<file path="config.mk">
export PLATFORM = sky130hd
export DESIGN_NAME = instr_fetch_queue
export DESIGN_NICKNAME = d
export VERILOG_FILES = /design/src/rtl/instr_fetch_queue.sv
export SDC_FILE = /design/constraint.sdc
export NUM_CORES = 1
export LEC_CHECK = 0
export ABC_AREA = 1
export BUFFER_PORTS_ARGS = -buffer_cell sky130_fd_sc_hd__buf_4
export CAP_MARGIN = 20
export CORE_MARGIN = 2
export CORE_UTILIZATION = 60
export CTS_CLUSTER_DIAMETER = 150
export DETAILED_ROUTE_END_ITERATION = 10
export PLACE_DENSITY_LB_ADDON = 0.12
export SYNTH_ARGS = -nofsm -noshare
export SYNTH_HDL_FRONTEND = slang
export SYNTH_SLANG_ARGS = --single-unit
</file>
<file path="constraint.sdc">
create_clock -name clk -period 8.45 [get_ports clk]
set_input_delay 0.4225 -clock clk [delete_from_list [all_inputs] [get_ports clk]]
set_output_delay 0.4225 -clock clk [all_outputs]
set_load 0.005 [all_outputs]
</file>
<file path="src/rtl/instr_fetch_queue.sv">
// instr_fetch_queue: prefetch FIFO of {pc, instr} pairs between fetch and decode, with one-cycle flush
module instr_fetch_queue #(
    parameter int DEPTH = 4,
    parameter int CNT_W = 3
) (
    input  logic             clk,
    input  logic             reset,
    input  logic             in_valid,
    output logic             in_ready,
    input  logic [31:0]      in_pc,
    input  logic [31:0]      in_instr,
    input  logic             flush,
    output logic             out_valid,
    input  logic             out_ready,
    output logic [31:0]      out_pc,
    output logic [31:0]      out_instr,
    output logic [5:0]       out_opcode,
    output logic [4:0]       out_rs,
    output logic [4:0]       out_rt,
    output logic [4:0]       out_rd,
    output logic [4:0]       out_shamt,
    output logic [5:0]       out_funct,
    output logic [15:0]      out_imm16,
    output logic [25:0]      out_imm26,
    output logic [CNT_W-1:0] count
);
    localparam int PW = $clog2(DEPTH);
    logic [31:0]      r_pc    [DEPTH];
    logic [31:0]      r_instr [DEPTH];
    logic [PW-1:0]    r_wr_ptr;
    logic [PW-1:0]    r_rd_ptr;
    logic [CNT_W-1:0] r_count;
    logic             w_push;
    logic             w_pop;
    assign in_ready   = r_count != CNT_W'(DEPTH);
    assign out_valid  = r_count != '0;
    assign w_push     = in_valid & in_ready;
    assign w_pop      = out_valid & out_ready;
    assign count      = r_count;
    assign out_pc     = out_valid ? r_pc[r_rd_ptr] : '0;
    assign out_instr  = out_valid ? r_instr[r_rd_ptr] : '0;
    assign out_opcode = out_instr[31:26];
    assign out_rs     = out_instr[25:21];
    assign out_rt     = out_instr[20:16];
    assign out_rd     = out_instr[15:11];
    assign out_shamt  = out_instr[10:6];
    assign out_funct  = out_instr[5:0];
    assign out_imm16  = out_instr[15:0];
    assign out_imm26  = out_instr[25:0];
    // storage write; entries survive flush/reset since count masks them
    always_ff @(posedge clk) begin
        if (reset && !flush && w_push) begin
            r_pc[r_wr_ptr]    <= in_pc;
            r_instr[r_wr_ptr] <= in_instr;
        end
    end
    // pointers and occupancy; reset beats flush, flush beats push/pop
    always_ff @(posedge clk) begin
        if (!reset || flush) begin
            r_wr_ptr <= '0;
            r_rd_ptr <= '0;
            r_count  <= '0;
        end else begin
            r_wr_ptr <= w_push ? r_wr_ptr + 1'b1 : r_wr_ptr;
            r_rd_ptr <= w_pop ? r_rd_ptr + 1'b1 : r_rd_ptr;
            r_count  <= r_count + CNT_W'(w_push) - CNT_W'(w_pop);
        end
    end
endmodule
</file>
Yosys cells after proc, flatten, opt, wreduce, memory -nomap -nowiden
Memories as Yosys holds them, arrays and structs flattened. A register that Yosys moved wholly into a read port is not among the register bits.
Index checks and enable logic that the tools add are counted.
{ "totals": {"inputBits": 69, "reg_bits": 7, "n_memories": 2, "word_cells": 26, "ram_bits": 256} }
{ "op_classes": {"addsub": 4, "bitwise": 2, "muxes": 8, "eq_ne": 1, "n_reduce_logical": 6} }
{ "memory_table": {"columns": ["name", "words", "word_bits", "rd", "rd_clocked_by_memory_dff", "wr", "line", "source"], "rows": [
  ["r_instr", 4, 32, 1, 1, 1, "29", "logic [31:0] r_instr [DEPTH];"],
  ["r_pc", 4, 32, 1, 1, 1, "28", "logic [31:0] r_pc [DEPTH];"]
]} }
{ "ops": {"columns": ["cell", "n"], "rows": [
  ["2-to-1 mux 32 bit", 2],
  ["2-to-1 mux 2 bit", 4],
  ["adder 2 x 1 -> 2 bit, second input constant", 2],
  ["adder 3 x 1 -> 3 bit", 1],
  ["inequality test 3 bit, second input constant", 1],
  ["nonzero test 3 bit", 1],
  ["subtractor 3 x 1 -> 3 bit", 1],
  ["bitwise AND 1 bit", 2],
  ["logical AND 1 bit", 2],
  ["zero test 1 bit", 2],
  ["2-to-1 mux 1 bit", 2],
  ["logical OR 1 bit", 1]
]} }

Longest topological paths before layout
{ "logic_depth": {"ltp_word": 5, "depth_mapped": 12, "mapped_depth_nobuf": 11} }

Worst setup path after synthesis
OpenSTA, ideal clock, no wires.
{ "synth_path": {"path_type": "in2reg", "from": "in reset", "to": "mem r_instr[0][0], enable pin", "cell_stages": 4, "required_ns": 7.963, "setup_time_ns": 0.487, "slack_ns": 4.391, "n_path_buf": 0, "t_arrival_ns": 3.572, "cell_sequence": "inv_1 > nor2_1 > nand3_1 > nor2_1"} }
{ "synth_between": {"elab_chain_cells": 4} }
{ "synth_lines": {"columns": ["item", "line", "source"], "rows": [
  ["start: declaration", "7", "input logic reset,"],
  ["logical AND 1 bit (2 in series)", "52", "if (reset && !flush && w_push) begin"],
  ["2-to-1 mux 1 bit", "52", null],
  ["2-to-1 mux 1 bit (not written as such)", "54", "r_instr[r_wr_ptr] <= in_instr;"],
  ["end: declaration", "29", null]
]} }
No other way between the ends.

==> impl_results.md <==
* Crit path time final at 3340 ps
* Unrepaired setup endpoints after global routing: false
* Status: complete, no violations
* Footprint of the multi-input gates at 2200 um^2
* Iter 0 DRT Violations at 559
* Seq. cell area at 7870 um^2
* Initial Utilization at 61.1%
* Final Skew at 6.45 ps
* # setup viols final at 0
* WP data arrival at 2910 ps
* # resized after CTS at 0
* Worst min-delay path category: input pin to flop
* Die width at 145 um
* Placed cells at 1517
* Pwr dens at 208 nW/um^2
* Largest net degree at the start of global routing at 83
* Mapped Nets at 1230
* Final worst slack at 5110 ps
* Final core occ at 72.0%
* CTS tree: yes
* Final cell count without fillers at 1566
* Core Rows at 51
* Pwr Total at 2920 uW
* Crit end category: output port
* CP required at 8030 ps
* Overflow after GRT at 0
* Internal power at 2320 uW
* Quantity of hold-fixing buffers added after cts at 0
* Sequential area share after synthesis at 66.1%
* Comb pwr share at 8.6%
* Peak supply drop at 0.000171 V
* Clk Latency, worst-skew pair at 520 ps
* Port-buffer cells at 211
* Post-CTS Setup Bufs at 0
* Nets at 1356
* WL/cell at 15.1 um
* Vias post-DR at 7802
* Max Clock Freq at 300 MHz
* Vert. Die Dim at 145 um
* Gr usage total at 22.3%
* Slew @ Worst Pin at 980 ps
* Dpl ws at 5590 ps
* Fin crit share at 39.5%
* Die footprint at 21000 um^2
* Final WL at 23600 um
* Total I/O pin count at 212
* Mapped Area at 11900 um^2
* Leakage power at 0.00639 uW
* Reg clk slew, reported paths at 60 ps
* CTS buffer count at 26
* First drt pass iteration count at 5
* Synth warn at 0
* Startpoint types: flop
* Clock share of power at 41.2%
* Vias in the first global route at 7198
* TNS Setup at 0 ps
* P_sw at 600 uW
* CTS sink cnt at 265
* Yosys reg bits at 265
* WS Path Type: flop to output port
* Final Hold Fails at 0
* Core region area at 19500 um^2
* Sw frac at 20.6%
* # fillers at 1342
* Share of layout cells above drive strength 1 at 20.9%
* Gpl congestion at 0.779
* CTS Buffer Depth at 3
* P&R area growth vs syn at 17.8%
* H-Tree Depth at 1
* First-pass GRT wire length at 36000 um
* Max-slew violations at 0
* Antenna violations before repair at 1
* DRC Markers at 0
* Critical Path Fanout Max at 65
* Avg Vias per Cell at 4.98
* Relative slew slack at 34.7%
* Dpl hpwl at 13200 um
* Reg power frac at 50.2%
* Synth cell types at 18
* Syn_area_per_cell at 10.3 um^2
* Root Driver: clkbuf_16
* Max Cap Viol at 0
* Cells after synthesis at 1154
* DRT antenna net count at 0
[cells in the mapped netlist, drive strengths merged]
cell | n | area, um^2
inv | 275 | 1030
o21ai | 1 | 5.00
clkbuf | 5 | 18.8
nand2 | 268 | 1010
edfxtp | 256 | 7690
dfxtp | 9 | 180
nor2 | 15 | 56.3
fa | 1 | 20.0
buf | 117 | 807
ha | 6 | 75.1
nand3 | 132 | 661
a21oi | 68 | 340
a21boi | 1 | 7.51
[critical path, stage by stage, from the launching register on]
cell	delay (ps)
dfxtp_2	310
buf_4	380
inv_2	360
buf_4	600
nand3_1	140
a21oi_1	390
buf_4	190
[kinds of logic (layout without fill, tap and decap cells)]
kind of cell | Yosys count | count (layout) | synth area share (%)
simple gates | 415 | 415 | 14.5
buf+inv | 397 | 543 | 15.6
flops | 265 | 265 | 66.1
compound gates | 70 | 70 | 2.97
fa+ha+maj | 7 | 7 | 0.799
other cells | 0 | 1 | 0
[flip-flops by register name, summed over array words and instances, names as in the netlist, named ones only]
register / count
r_instr: 128
r_wr_ptr: 2
r_rd_ptr: 2
count: 3
r_pc: 128
[cell type report]
cell class / instances / share of cell area (%)
Timing Repair Buffer: 220 / 11.8
Clock buffer: 36 / 5.35
Inverter: 275 / 7.38
Clock inverter: 12 / 1.21
Tap cell: 265 / 2.37
Antenna cell: 1 / 0.0179
Multi-Input combinational cell: 492 / 15.7
Sequential cell: 265 / 56.2
[path summary, 6_finish.rpt]
path / from / to / depth (start not counted) / slack, ps
max: flop / out_instr[17] / 6 / 5110
min reg2reg: r_rd_ptr[0] / r_rd_ptr[0] / 2 / 510
min: in_instr[30] / r_instr[0][30] / 1 / 100
max reg2reg: count[1] / count[2] / 12 / 5730
[through the flow]
stage	hold WS [ps]	instance area [um^2]
after detailed placement	488	13100
after floorplan	448	11900
final	103	14000
after global placement	476	13100
after global routing	85.4	14000
after CTS	86.0	14000
[layout by cell type, fill, tap and decap left out, types with 4 or more instances in the layout]
master      instances
inv_1             272
nand2_1           267
edfxtp_1          256
buf_4             220
nand3_1           132
a21oi_1            68
clkbuf_16          27
nor2_1             11
dfxtp_1             7
ha_1                6
clkbuf_1            5
nor2_4              4
bufinv_16           4
clkinvlp_4          4
clkbuf_8            4
[routing by layer]
layer  vias to the layer above  global-route usage, %  part of all wire [%]
met3                        33                   3.65                   7.3
met4                         0                   7.15                   2.2
met2                       251                   38.2                    50
met1                      3707                   29.6                    41
met5                         -                      0                     0
li1                       3811                      -                     -
[power groups by stage]
stage / Clock [uW] / Sequential [uW] / Combinational (uW)
final: 1200 / 1470 / 250
after global placement: 0 / 1490 / 248
after detailed placement: 0 / 1490 / 252
after floorplan: 0 / 1490 / 147
after global routing: 1270 / 1470 / 280
after CTS: 1220 / 1470 / 254
(Power assumes the default switching activity.)
